[src/rtl/mono_inj_seq.sv]
// Injection/gate sequencer for MONOPIX scans: Gray reset, TDC gate window, injection pulse, FIFO pause.
// Optional macro INJ_SEQ_EXT_TRIG_EN adds EXT_TRIG gating of every injection cycle.
module mono_inj_seq #(
   parameter int CNT_WIDTH = 16,
   parameter int DLY_WIDTH = 8
) (
   input  logic                 CLK,
   input  logic                 RST,
   input  logic                 START,
   input  logic                 ABORT,
   input  logic [CNT_WIDTH-1:0] REPEAT,
   input  logic [3:0]           GRAY_RST_LEN,
   input  logic [DLY_WIDTH-1:0] INJ_DELAY,
   input  logic [DLY_WIDTH-1:0] INJ_WIDTH,
   input  logic [CNT_WIDTH-1:0] GATE_WIDTH,
   input  logic [DLY_WIDTH-1:0] HOLD_OFF,
   input  logic                 FIFO_NEAR_FULL,
`ifdef INJ_SEQ_EXT_TRIG_EN
   input  logic                 EXT_TRIG,
`endif
   output logic                 RST_GRAY,
   output logic                 GATE,
   output logic                 INJ,
   output logic                 BUSY,
   output logic                 DONE,
   output logic [CNT_WIDTH-1:0] CYCLE_CNT
);

   localparam int CW = (CNT_WIDTH > DLY_WIDTH) ? CNT_WIDTH : DLY_WIDTH;

   typedef enum logic [2:0] {
      S_IDLE,
      S_GRST,
      S_DELAY,
      S_INJ,
      S_TAIL,
      S_PAUSE
   } state_t;

   state_t               state, state_nxt, first_ph;
   logic [CW-1:0]        cnt, load;
   logic [CNT_WIDTH-1:0] rep_q, gw_q;
   logic [3:0]           grl_q, grl_s;
   logic [DLY_WIDTH-1:0] dly_q, wid_q, ho_q;
   logic [DLY_WIDTH-1:0] dly_s, wid_s, ho_s;
   logic                 idle, start_ok, done_nxt, cyc_end, cyc_inc, trig_ok;

   assign idle = (state == S_IDLE);

`ifdef INJ_SEQ_EXT_TRIG_EN
   logic [2:0] trig_sync;
   logic       trig_seen;
   logic       trig_edge;

   assign trig_edge = trig_sync[1] && !trig_sync[2];

   // Edges only count while waiting in PAUSE; one edge releases one cycle.
   always_ff @(posedge CLK or posedge RST) begin
      if (RST) begin
         trig_sync <= '0;
         trig_seen <= 1'b0;
      end else begin
         trig_sync <= {trig_sync[1:0], EXT_TRIG};
         if (state != S_PAUSE)
            trig_seen <= 1'b0;
         else if (trig_edge)
            trig_seen <= 1'b1;
      end
   end

   assign trig_ok = trig_seen || trig_edge;
`else
   assign trig_ok = 1'b1;
`endif

   // In IDLE the live inputs decide the first phase, since they are latched on that same edge.
   always_comb begin
      grl_s     = idle ? GRAY_RST_LEN : grl_q;
      dly_s     = idle ? INJ_DELAY    : dly_q;
      wid_s     = idle ? INJ_WIDTH    : wid_q;
      ho_s      = idle ? HOLD_OFF     : ho_q;
      first_ph  = (grl_s != '0) ? S_GRST : ((dly_s != '0) ? S_DELAY : S_INJ);
      state_nxt = state;
      start_ok  = 1'b0;
      done_nxt  = 1'b0;
      cyc_end   = 1'b0;
      cyc_inc   = 1'b0;

      case (state)
         S_IDLE: begin
            if (START) begin
               if (REPEAT == '0) begin
                  done_nxt = 1'b1;
               end else begin
                  start_ok = 1'b1;
`ifdef INJ_SEQ_EXT_TRIG_EN
                  state_nxt = S_PAUSE;
`else
                  state_nxt = first_ph;
`endif
               end
            end
         end
         S_GRST:  if (cnt == '0) state_nxt = (dly_s != '0) ? S_DELAY : S_INJ;
         S_DELAY: if (cnt == '0) state_nxt = S_INJ;
         S_INJ: begin
            if (cnt == '0) begin
               if (gw_q != '0) state_nxt = S_TAIL;
               else            cyc_end   = 1'b1;
            end
         end
         S_TAIL:  if (cnt == '0) cyc_end = 1'b1;
         S_PAUSE: if (cnt == '0 && !FIFO_NEAR_FULL && trig_ok) state_nxt = first_ph;
         default: state_nxt = S_IDLE;
      endcase

      if (cyc_end) begin
         cyc_inc = 1'b1;
         if (CYCLE_CNT + 1'b1 == rep_q) begin
            state_nxt = S_IDLE;
            done_nxt  = 1'b1;
         end else begin
            state_nxt = S_PAUSE;
         end
      end

      if (ABORT) begin
         state_nxt = S_IDLE;
         start_ok  = 1'b0;
         done_nxt  = 1'b0;
         cyc_inc   = 1'b0;
      end

      // Counter holds "cycles left after this one"; PAUSE lasts at least one cycle so the FIFO flag is seen.
      case (state_nxt)
         S_GRST:  load = CW'(grl_s) - CW'(1);
         S_DELAY: load = CW'(dly_s) - CW'(1);
         S_INJ:   load = (wid_s == '0) ? '0 : CW'(wid_s) - CW'(1);
         S_TAIL:  load = CW'(gw_q) - CW'(1);
         S_PAUSE: load = (ho_s == '0) ? '0 : CW'(ho_s) - CW'(1);
         default: load = '0;
      endcase
   end

   always_ff @(posedge CLK or posedge RST) begin
      if (RST) begin
         state     <= S_IDLE;
         cnt       <= '0;
         rep_q     <= '0;
         gw_q      <= '0;
         grl_q     <= '0;
         dly_q     <= '0;
         wid_q     <= '0;
         ho_q      <= '0;
         CYCLE_CNT <= '0;
         RST_GRAY  <= 1'b0;
         GATE      <= 1'b0;
         INJ       <= 1'b0;
         BUSY      <= 1'b0;
         DONE      <= 1'b0;
      end else begin
         state <= state_nxt;
         if (state_nxt != state)
            cnt <= load;
         else if (cnt != '0)
            cnt <= cnt - 1'b1;

         if (start_ok) begin
            rep_q <= REPEAT;
            gw_q  <= GATE_WIDTH;
            grl_q <= GRAY_RST_LEN;
            dly_q <= INJ_DELAY;
            wid_q <= INJ_WIDTH;
            ho_q  <= HOLD_OFF;
         end

         if (start_ok)
            CYCLE_CNT <= '0;
         else if (cyc_inc)
            CYCLE_CNT <= CYCLE_CNT + 1'b1;

         RST_GRAY <= (state_nxt == S_GRST);
         GATE     <= (state_nxt == S_DELAY) || (state_nxt == S_INJ) || (state_nxt == S_TAIL);
         INJ      <= (state_nxt == S_INJ);
         BUSY     <= (state_nxt != S_IDLE);
         DONE     <= done_nxt;
      end
   end

endmodule

[config.mk]
export PLATFORM = sky130hd
export DESIGN_NAME = mono_inj_seq
export DESIGN_NICKNAME = d
export VERILOG_FILES = /design/src/rtl/mono_inj_seq.sv
export SDC_FILE = /design/constraint.sdc
export NUM_CORES = 1
export LEC_CHECK = 0
export ABC_AREA = 1
export CAP_MARGIN = 20
export CORE_UTILIZATION = 35
export DETAILED_ROUTE_END_ITERATION = 10
export PLACE_DENSITY_LB_ADDON = 0.3
export SLEW_MARGIN = 25
export SYNTH_ARGS = -nofsm -noshare
export SYNTH_HDL_FRONTEND = slang
export SYNTH_SLANG_ARGS = --single-unit
[constraint.sdc]
create_clock -name CLK -period 4.5 [get_ports CLK]
set_input_delay 0.9 -clock CLK [delete_from_list [all_inputs] [get_ports CLK]]
set_output_delay 0.9 -clock CLK [all_outputs]
set_load 0.03 [all_outputs]
==> results of run 1 <==
-- per-stage QoR --
stage                     hold slack, ns  util (%)  instance area [sq um]
final                              0.464      43.8                   8280
after global routing               0.492      43.8                   8280
after CTS                          0.468      43.6                   8240
after detailed placement           0.451      41.8                   7900
after global placement             0.447      41.8                   7900
after floorplan                    0.434         -                   6790
-- logic make-up (layout without fill, tap and decap cells) --
family,count (synthesis),count (layout)
compound gates,104,104
xor+xnor,40,40
fa+ha+maj,9,9
buf+inv,141,223
flops,100,100
mux,5,5
simple gates,616,616
-- cells in the final DEF (no fill, tap or decap), drive strengths merged --
master and instances:
nor3 11, clkinvlp 2, clkbuf 11, nor4 1, o21bai 1, nand4 35
or4 1, o211ai 2, and2 2, inv 110, nand3b 14, xnor2 11
nand2 356, ha 9, o21a 1, clkinv 1, xor2 29, or2 9
a21oi 26, clkdlybuf4s50 85, buf 11, nor2 114, dfrtp 100, a21boi 1
bufinv 3, o22ai 12, nand3 73, o21ai 61, mux2i 5
-- worst min path at each step --
| stage | start | to | slack (ns) | depth (start not counted) |
|---|---|---|---|---|
| finish | ho_q[6]$_DFFE_PP0P_ | ho_q[6]$_DFFE_PP0P_ | 0.46 | 2 |
| global route | dly_q[2]$_DFFE_PP0P_ | dly_q[2]$_DFFE_PP0P_ | 0.49 | 2 |
| CTS | ho_q[2]$_DFFE_PP0P_ | ho_q[2]$_DFFE_PP0P_ | 0.47 | 2 |
| detailed placement | ho_q[2]$_DFFE_PP0P_ | ho_q[2]$_DFFE_PP0P_ | 0.45 | 2 |
| global placement | ho_q[6]$_DFFE_PP0P_ | ho_q[6]$_DFFE_PP0P_ | 0.45 | 2 |
| floorplan | ho_q[0]$_DFFE_PP0P_ | ho_q[0]$_DFFE_PP0P_ | 0.43 | 2 |
-- power breakdown --
group / internal, mW / total [mW] / switching [mW]
clock: 0.556 / 0.916 / 0.360
combinational: 0.549 / 1.44 / 0.893
sequential: 1.12 / 1.28 / 0.165
total: 2.22 / 3.64 / 1.42
-- sequential cells by signal, indices dropped and copies added, names as in the netlist, 3 cells and up --
register / count
ho_q: 8
grl_q: 4
cnt: 16
CYCLE_CNT: 16
wid_q: 8
state: 3
rep_q: 16
gw_q: 16
dly_q: 8
-- worst max-delay path, stage by stage (launching register included) --
cell and delay (ns):
dfrtp_1 0.47, nor2_4 0.22, nand2_2 0.26, buf_4 0.30, nand2_1 0.07, o21ai_0 0.10
inv_1 0.12, ha_1 0.20, nand3_1 0.10, nor2_2 0.23, nand3_1 0.12, nand2_1 0.08
nand2_1 0.05, nand2_1 0.10, nor2_2 0.05, nand2_2 0.15, nand3_4 0.22, xor2_2 0.33
nand2_4 0.22, inv_2 0.27, nand2_1 0.08, a21oi_1 0.16
-- layer usage --
layer	GRT usage [%]	up-vias	wire length, um
met4	6.86	0	442
li1	-	3400	-
met5	0	-	0
met3	3.44	27	858
met2	30.1	157	8020
met1	27.4	3031	9100
-- cell type report --
class	instances	area, sq um
fill	2021	10600
multi-input combinational	774	3740
sequential	100	2500
timing repair buffer	96	946
inverter	112	427
tap	260	325
clock buffer	11	243
clock inverter	4	97.6
-- what timing repair did --
| item | in CTS | in global routing |
|---|---|---|
| setup buffers | 0 | 5 |
| gates resized for setup | 0 | 2 |
| setup endpoints to repair | 0 | 14 |
| endpoints found under the hold margin | 0 | 0 |
==> out/results.ini, run 1 <==
[route]
drc=0
antenna_left=0
drt_pass1_iterations=5
drt-initial-drc-count=401
vias=6615
via_per_inst=4.87
wl_per_cell_um=13.6
finalWirelength_mm=18.4

[sta]
tightest_slew_ns=0.803
finalClockSkew_ns=0.00638
finalSetupTns_ns=0
setup_viol=0
worst_slack_ns=0.516
rsz0062_at_grt=no
maxSlewViolCount=0
finalHoldViolations=0
fin_crit_sh_pct=88.5
finalCriticalPeriod_ns=3.98
fmax_mhz=251
max_slew_margin_pct=46.3

[power]
powerDensity_mw_per_mm2=440
total_power_mw=3.64
leakage_nw=3.96
ir_worst_vdd_v=0.000217

[flow_run]
maxCapViolCount=0

[synthesis]
netlist-cell-type-count=39
synthAdderAreaFrac_pct=1.66
synth_area_sq_mm=0.00679
ys_async_sr_fraction_pct=100
yosysWarnings=0
synthFlopType=dfrtp_1
synth_edf_count=0
synth-seq-area-share_pct=36.8
synth_top_area_share_pct=36.8
syn_inst=1015
ys_seq_elements=100
syn-num-nets=1089
synth_top_family_by_area=simple AND/OR/NAND/NOR gates
synth_mux_area_share_pct=0.737
synth_most_common_cell=nand2_1
post_synth_xor_area_fraction_pct=5.27
yosys.area.top_type=dfrtp_1
synth-simple-area-share_pct=39.0
synth-compound-area-share_pct=8.29
post_synth.cell_area_avg_sq_um=6.69
ys_top_cells_by_count=nand2_1 (353), inv_1 (109), nor2_1 (107), dfrtp_1 (100), nand3_1 (72)
synthTopCellsByArea=dfrtp_1 (37%), nand2_1 (20%), inv_1 (6.0%)

[grt]
grt_usage_pct=19.5
grt.overflow.total=0
grt_pass1_wl_mm=30.6
grt_max_degree=75
grt_pass1_vias=6165
grt_antenna_before_repair=0

[setup_path]
rrSetupSlack_ns=0.52
start_kind=flop
crit_type=flop to flop
setup.worst_path.end=cnt[12]$_DFFE_PP0P_
critPathArrivalTime_ns=4.27
ff2ff_path_depth=21
reg2reg_to=cnt[12]$_DFFE_PP0P_
worst_setup_path_end_kind=flop
crit_fanout=22
timing.rr.start=state[0]$_DFF_PP0_
worstPathRequired_ns=4.78
startpoint=state[0]$_DFF_PP0_

[placed_design]
port_buffers=85
dp_slack_ns=0.292
gp_congestion=0.856
place.detailed.hpwl_mm=13.7
placed_cells=1337

[floorplanning]
row_count=50
initial_core_util_pct=36.0
die_w_um=141
coreArea_sq_mm=0.0189
num_io_pins=86
die_height_um=141
die_area_sq_mm=0.0200

[cells_and_area]
nets=1167
syn_to_final_growth_pct=21.9
fin_cells=1357
diodes=0
drive_gt1_share_pct=5.10

[cts]
tritoncts=yes
numCtsBuffers=9
hold_buffers=0
cts_buffer_depth=2
clock_tree.root_cell=clkbuf_16
cts.clk_slew.worst_paths_ns=0.07
worstSkewPairLatency_ns=0.36
h-tree-depth=3
clock_sinks=100

[outcome]
outcome=complete, no violations

[hold_path]
worst_hold_path_type=flop to flop

Power figures use the tool's default switching activity.
==> run 2, diff against run 1 <==
- CORE_UTILIZATION: 35 -> 45
==> out/results.ini, run 2 (synthesis gave the netlist of run 1 again) <==
[outcome]
outcome=complete, but fails checks
violations=design-rule violations

[power]
power.switching_mw=1.41  ; -0.82%
clock_power_share_pct=23.2  ; -2.0 points
p_seq_share_pct=36.5  ; +1.3 points
pwr-share-comb_pct=40.4  ; +0.8 points
leakage_nw=3.92  ; -0.91%
powerDensity_mw_per_mm2=433  ; -1.6%
p_sw_share_pct=40.1  ; +1.1 points
ir_worst_vdd_v=0.000274  ; +26%
internal_power_mw=2.10  ; -5.5%

[placed_design]
gp_congestion=0.939  ; +9.8%
dp_slack_ns=0.585  ; +0.293 ns
port_buffers=85  ; unchanged
place.detailed.hpwl_mm=13.4  ; -2.3%
placed_cells=1262  ; -5.6%

[cts]
h-tree-depth=3  ; unchanged
cts.clk_slew.worst_paths_ns=0.07  ; about the same
worstSkewPairLatency_ns=0.36  ; about the same
cts_resized=0  ; unchanged
postCtsSetupBuffers=0  ; unchanged
clock_tree.root_cell=clkbuf_16
clock_sinks=100  ; unchanged
numCtsBuffers=9  ; unchanged
tritoncts=yes
cts_buffer_depth=2  ; unchanged
hold_buffers=0  ; unchanged

[sta]
fmax_mhz=261  ; +3.9%
finalHoldViolations=0  ; unchanged
maxSlewViolCount=0  ; unchanged
worst_slack_ns=0.665  ; +0.149 ns
rsz0062_at_grt=no
tightest_slew_ns=0.791  ; -0.0124 ns
finalSetupTns_ns=0  ; unchanged
fin_crit_sh_pct=85.2  ; -3.3 points
max_slew_margin_pct=47.1  ; +0.83 points
finalClockSkew_ns=0.00766  ; +0.00128 ns
hold_slack_ns=0.466  ; +0.00199 ns
finalCriticalPeriod_ns=3.83  ; -0.149 ns
setup_viol=0  ; unchanged

[setup_path]
slowest_stage=dfrtp_1
timing.rr.start=state[0]$_DFF_PP0_
rrSetupSlack_ns=0.67  ; +0.15 ns
worst_setup_path_end_kind=flop
critPathArrivalTime_ns=4.06  ; -0.21 ns
reg2reg_to=cnt[13]$_DFFE_PP0P_
cp_cell_sequence=nor2_4 > nand2_2 > inv_1 > nand2_1 > o21ai_0 > ha_1 > nand3_1 > nor2_2 > nand3_1 > nand2_1 > nand2_1 > nand2_1 > nor2_2 > nand2_2 > nand3_4 > xor2_2 > nand2_4 > nor3_4 > a21oi_1
crit_type=flop to flop
start_kind=flop
crit_fanout=18  ; -18%
ff2ff_path_depth=19  ; -9.5%
crit_top_cell=nand2_1
worstPathRequired_ns=4.72  ; -0.06 ns
critical-path-max-stage-delay_ns=0.47  ; about the same

[route]
finalWirelength_mm=17.8  ; -3.6%
vias=6647  ; +0.48%
drt-initial-drc-count=530  ; +32%
via_per_inst=5.20  ; +6.7%
antenna_left=0  ; unchanged
drc=10  ; +10
drt_pass1_iterations=8  ; +3
wl_per_cell_um=13.9  ; +2.3%

[cells_and_area]
fin_cells=1278  ; -5.8%
syn_to_final_growth_pct=19.3
drive_gt1_share_pct=4.75  ; -0.35 points
final_common_cell=nand2_1
fillCellCount=1419  ; -30%
nets=1163  ; -0.34%
diodes=0  ; unchanged
final_cell_mix=nand2_1 (353), inv_1 (108), nor2_1 (106)

[hold_path]
hold_path_depth=2  ; unchanged
holdCritStartpoint=ho_q[2]$_DFFE_PP0P_
worst_hold_path_type=flop to flop
holdPathEnd=ho_q[2]$_DFFE_PP0P_

[grt]
grt_pass1_wl_mm=29.5  ; -3.4%
grt_pass1_vias=6084  ; -1.3%
grt_antenna_before_repair=0  ; unchanged
grt_max_degree=85  ; +13%
grt_usage_pct=23.6  ; +4.1 points
grt.overflow.total=0  ; unchanged

[floorplanning]
row_count=44  ; -12%
num_io_pins=86  ; unchanged
initial_core_util_pct=46.4  ; +10 points
die_height_um=125  ; -12%
die_area_sq_mm=0.0156  ; -22%
coreArea_sq_mm=0.0146  ; -22%
die_w_um=125  ; -12%

[flow_run]
maxCapViolCount=0  ; unchanged

-- run 2: how the worst max path moves through the flow --
stage | from | endpoint
finish | state[0]$_DFF_PP0_ | cnt[13]$_DFFE_PP0P_
global route | state[0]$_DFF_PP0_ | cnt[10]$_DFFE_PP0P_
CTS | state[0]$_DFF_PP0_ | cnt[8]$_DFFE_PP0P_
detailed placement | INJ_DELAY[1] | cnt[4]$_DFFE_PP0P_
global placement | INJ_DELAY[1] | cnt[6]$_DFFE_PP0P_
floorplan | RST | BUSY$_DFF_PP0_
-- run 2: metrics by stage --
stage	area, sq um	power [mW]	util, %
6_report	8110	3.51	55.3
5_1_grt	8110	3.78	55.3
4_1_cts	8110	3.53	55.3
3_5_place_dp	7800	2.70	53.3
3_3_place_gp	7800	2.67	53.3
2_1_floorplan	6790	2.35	-
-- run 2: cell type report --
cell class / instances / area (sq um) / share of cell area (%)
well taps: 184 / 230 / 2.84
clock inverters: 5 / 60.1 / 0.741
repair buffers: 92 / 903 / 11.1
clock buffers: 11 / 243 / 2.99
flip-flops and latches: 100 / 2500 / 30.9
inverters: 112 / 425 / 5.25
multi-input cells: 774 / 3740 / 46.2
-- run 2: power by group through the flow --
stage | Clock, mW | Combinational, mW | Sequential [mW]
3_3_place_gp | 0 | 1.38 | 1.29
5_1_grt | 0.860 | 1.61 | 1.31
2_1_floorplan | 0 | 1.09 | 1.26
3_5_place_dp | 0 | 1.41 | 1.29
6_report | 0.813 | 1.42 | 1.28
4_1_cts | 0.830 | 1.42 | 1.28
-- run 2: per-layer routing --
layer  global-route usage [%]  up-vias  part of all wire, %
li1                         -     3386                    -
met1                     33.0     3073                   48
met2                     36.7      164                   45
met3                     4.04       24                  4.9
met4                     8.46        0                  1.9
met5                        0        -                    0
-- run 2: worst max-delay path: cells and delay by family (launching register included) --
kind	cells	cell delay [ns]
and+or+nand+nor	14	2.05
AOI/OAI and AO/OA	2	0.23
adders and majority gates	1	0.25
buffers and inverters	1	0.37
DFF	1	0.47
xor gates and xnor gates	1	0.32
==> run 3, diff against run 2 <==
- CORE_UTILIZATION: 45 -> 57
==> out/results.ini, run 3 (synthesis gave the netlist of run 1 again) <==
[outcome]
outcome=complete, but fails checks
violations=design-rule violations

[setup_path]
timing.rr.start=state[0]$_DFF_PP0_
critPathArrivalTime_ns=4.13  ; +0.07 ns
rrSetupSlack_ns=0.59  ; -0.08 ns
cp_cell_sequence=nor2_4 > nand2_2 > inv_1 > nand2_1 > o21ai_0 > ha_1 > nand3_1 > nor2_2 > nand3_1 > nand2_1 > nand2_1 > nand2_1 > nor2_2 > nand2_2 > nand3_4 > xor2_2 > nand2_4 > nor3_4 > a21oi_1
crit_type=flop to flop
crit_fanout=18  ; unchanged
worstPathRequired_ns=4.72  ; about the same
reg2reg_to=cnt[15]$_DFFE_PP0P_
crit_family=simple AND/OR/NAND/NOR gates
worst_setup_path_end_kind=flop
start_kind=flop
crit_top_cell=nand2_1
ff2ff_path_depth=19  ; unchanged
critPathBufInv=1  ; unchanged
slowest_stage=dfrtp_1
startpoint=state[0]$_DFF_PP0_
critical-path-max-stage-delay_ns=0.49  ; +0.02 ns

[sta]
finalCriticalPeriod_ns=3.91  ; +0.0768 ns
fin_crit_sh_pct=86.9  ; +1.7 points
fmax_mhz=256  ; -2.0%
finalClockSkew_ns=0.00326  ; -0.00440 ns
worst_slack_ns=0.588  ; -0.0768 ns
tightest_slew_ns=0.742  ; -0.0491 ns
maxSlewViolCount=0  ; unchanged
rsz0062_at_grt=no
max_slew_margin_pct=50.6  ; +3.5 points
finalSetupTns_ns=0  ; unchanged
finalHoldViolations=0  ; unchanged
setup_viol=0  ; unchanged

[cts]
numCtsBuffers=9  ; unchanged
hold_buffers=0  ; unchanged
postCtsSetupBuffers=0  ; unchanged
clock_tree.root_cell=clkbuf_16
cts_buffer_depth=2  ; unchanged
cts.clk_slew.worst_paths_ns=0.07  ; about the same
h-tree-depth=3  ; unchanged
clock_sinks=100  ; unchanged
cts_resized=0  ; unchanged
tritoncts=yes
worstSkewPairLatency_ns=0.36  ; about the same

[floorplanning]
initial_core_util_pct=59.0  ; +13 points
die_height_um=111  ; -11%
row_count=39  ; -11%
coreArea_sq_mm=0.0115  ; -21%
die_area_sq_mm=0.0124  ; -21%
die_w_um=111  ; -11%
num_io_pins=86  ; unchanged

[route]
finalWirelength_mm=17.4  ; -2.1%
drc=12  ; +2
via_per_inst=5.45  ; +4.8%
wl_per_cell_um=14.0  ; +1.1%
drt_pass1_iterations=8  ; unchanged
antenna_left=0  ; unchanged
vias=6746  ; +1.5%
drt-initial-drc-count=645  ; +22%

[grt]
grt_pass1_wl_mm=29.5  ; about the same
grt_max_degree=81  ; -4.7%
grt_pass1_vias=6302  ; +3.6%
grt_antenna_before_repair=0  ; unchanged
grt.overflow.total=0  ; unchanged
grt_usage_pct=29.9  ; +6.3 points

[placed_design]
dp_slack_ns=0.570  ; -0.0153 ns
placed_cells=1222  ; -3.2%
port_buffers=85  ; unchanged
place.detailed.hpwl_mm=12.8  ; -4.0%
gp_congestion=0.926  ; -1.4%
post_dp_cell_area_sq_mm=0.00776  ; -0.59%

[cells_and_area]
nets=1164  ; +0.086%
seq_area_sq_mm=0.00250  ; unchanged
diodes=0  ; unchanged
final_common_cell=nand2_1
fillCellCount=1020  ; -28%
fin_cells=1238  ; -3.1%
drive_gt1_share_pct=4.93  ; +0.18 points
syn_to_final_growth_pct=18.4
postLayoutCellArea_sq_mm=0.00804  ; -0.77%
multiInputGateArea_sq_mm=0.00374  ; unchanged
final_cell_mix=nand2_1 (353), inv_1 (108), nor2_1 (106)

[flow_run]
maxCapViolCount=0  ; unchanged

[hold_path]
hold_path_depth=2  ; unchanged
holdPathEnd=ho_q[6]$_DFFE_PP0P_
holdCritStartpoint=ho_q[6]$_DFFE_PP0P_
worst_hold_path_type=flop to flop

[power]
leakage_nw=3.92  ; about the same
total_power_mw=3.47  ; -1.0%
ir_worst_vdd_v=0.000371  ; +35%
powerDensity_mw_per_mm2=432  ; -0.27%

[run 3: layout make-up]
class	count	share of cell area (%)
sequential	100	31.1
tap	143	2.22
inverter	112	5.29
clock inverter	7	0.731
clock buffer	9	2.80
timing repair buffer	93	11.3
multi-input combinational	774	46.5
[run 3: per-stage QoR]
step                hold slack, ns  utilization, %
CTS                          0.473            69.8
finish                       0.477            69.8
detailed placement           0.457            67.4
global placement             0.447            67.4
floorplan                    0.434               -
global route                 0.491            69.8
[run 3: worst max-delay path by stage]
stage,to,slack (ns),cells after the start
2_1_floorplan,BUSY$_DFF_PP0_,0.98,1
3_3_place_gp,cnt[9]$_DFFE_PP0P_,0.70,18
3_5_place_dp,cnt[14]$_DFFE_PP0P_,0.57,18
4_1_cts,cnt[15]$_DFFE_PP0P_,0.64,19
5_1_grt,cnt[15]$_DFFE_PP0P_,0.19,19
6_report,cnt[15]$_DFFE_PP0P_,0.59,19
[run 3: report_power, final]
part	switching (mW)	internal, mW
registers	0.168	1.12
logic	0.884	0.535
clock network	0.381	0.386
total	1.43	2.04
[run 3: worst min-delay path: stages (launching register included)]
cell	delay, ns
dfrtp_1	0.35
nand2_1	0.05
nand2_1	0.05
[run 3: metal layers]
| layer | part of all wire [%] | wire [um] | vias up | global-route usage [%] |
|---|---|---|---|---|
| met5 | 0 | 0 | - | 0 |
| met4 | 2.4 | 423 | 0 | 10.2 |
| met3 | 7.8 | 1360 | 36 | 7.05 |
| met2 | 44 | 7650 | 253 | 46.4 |
| met1 | 46 | 7960 | 3070 | 41.0 |
| li1 | - | - | 3387 | - |
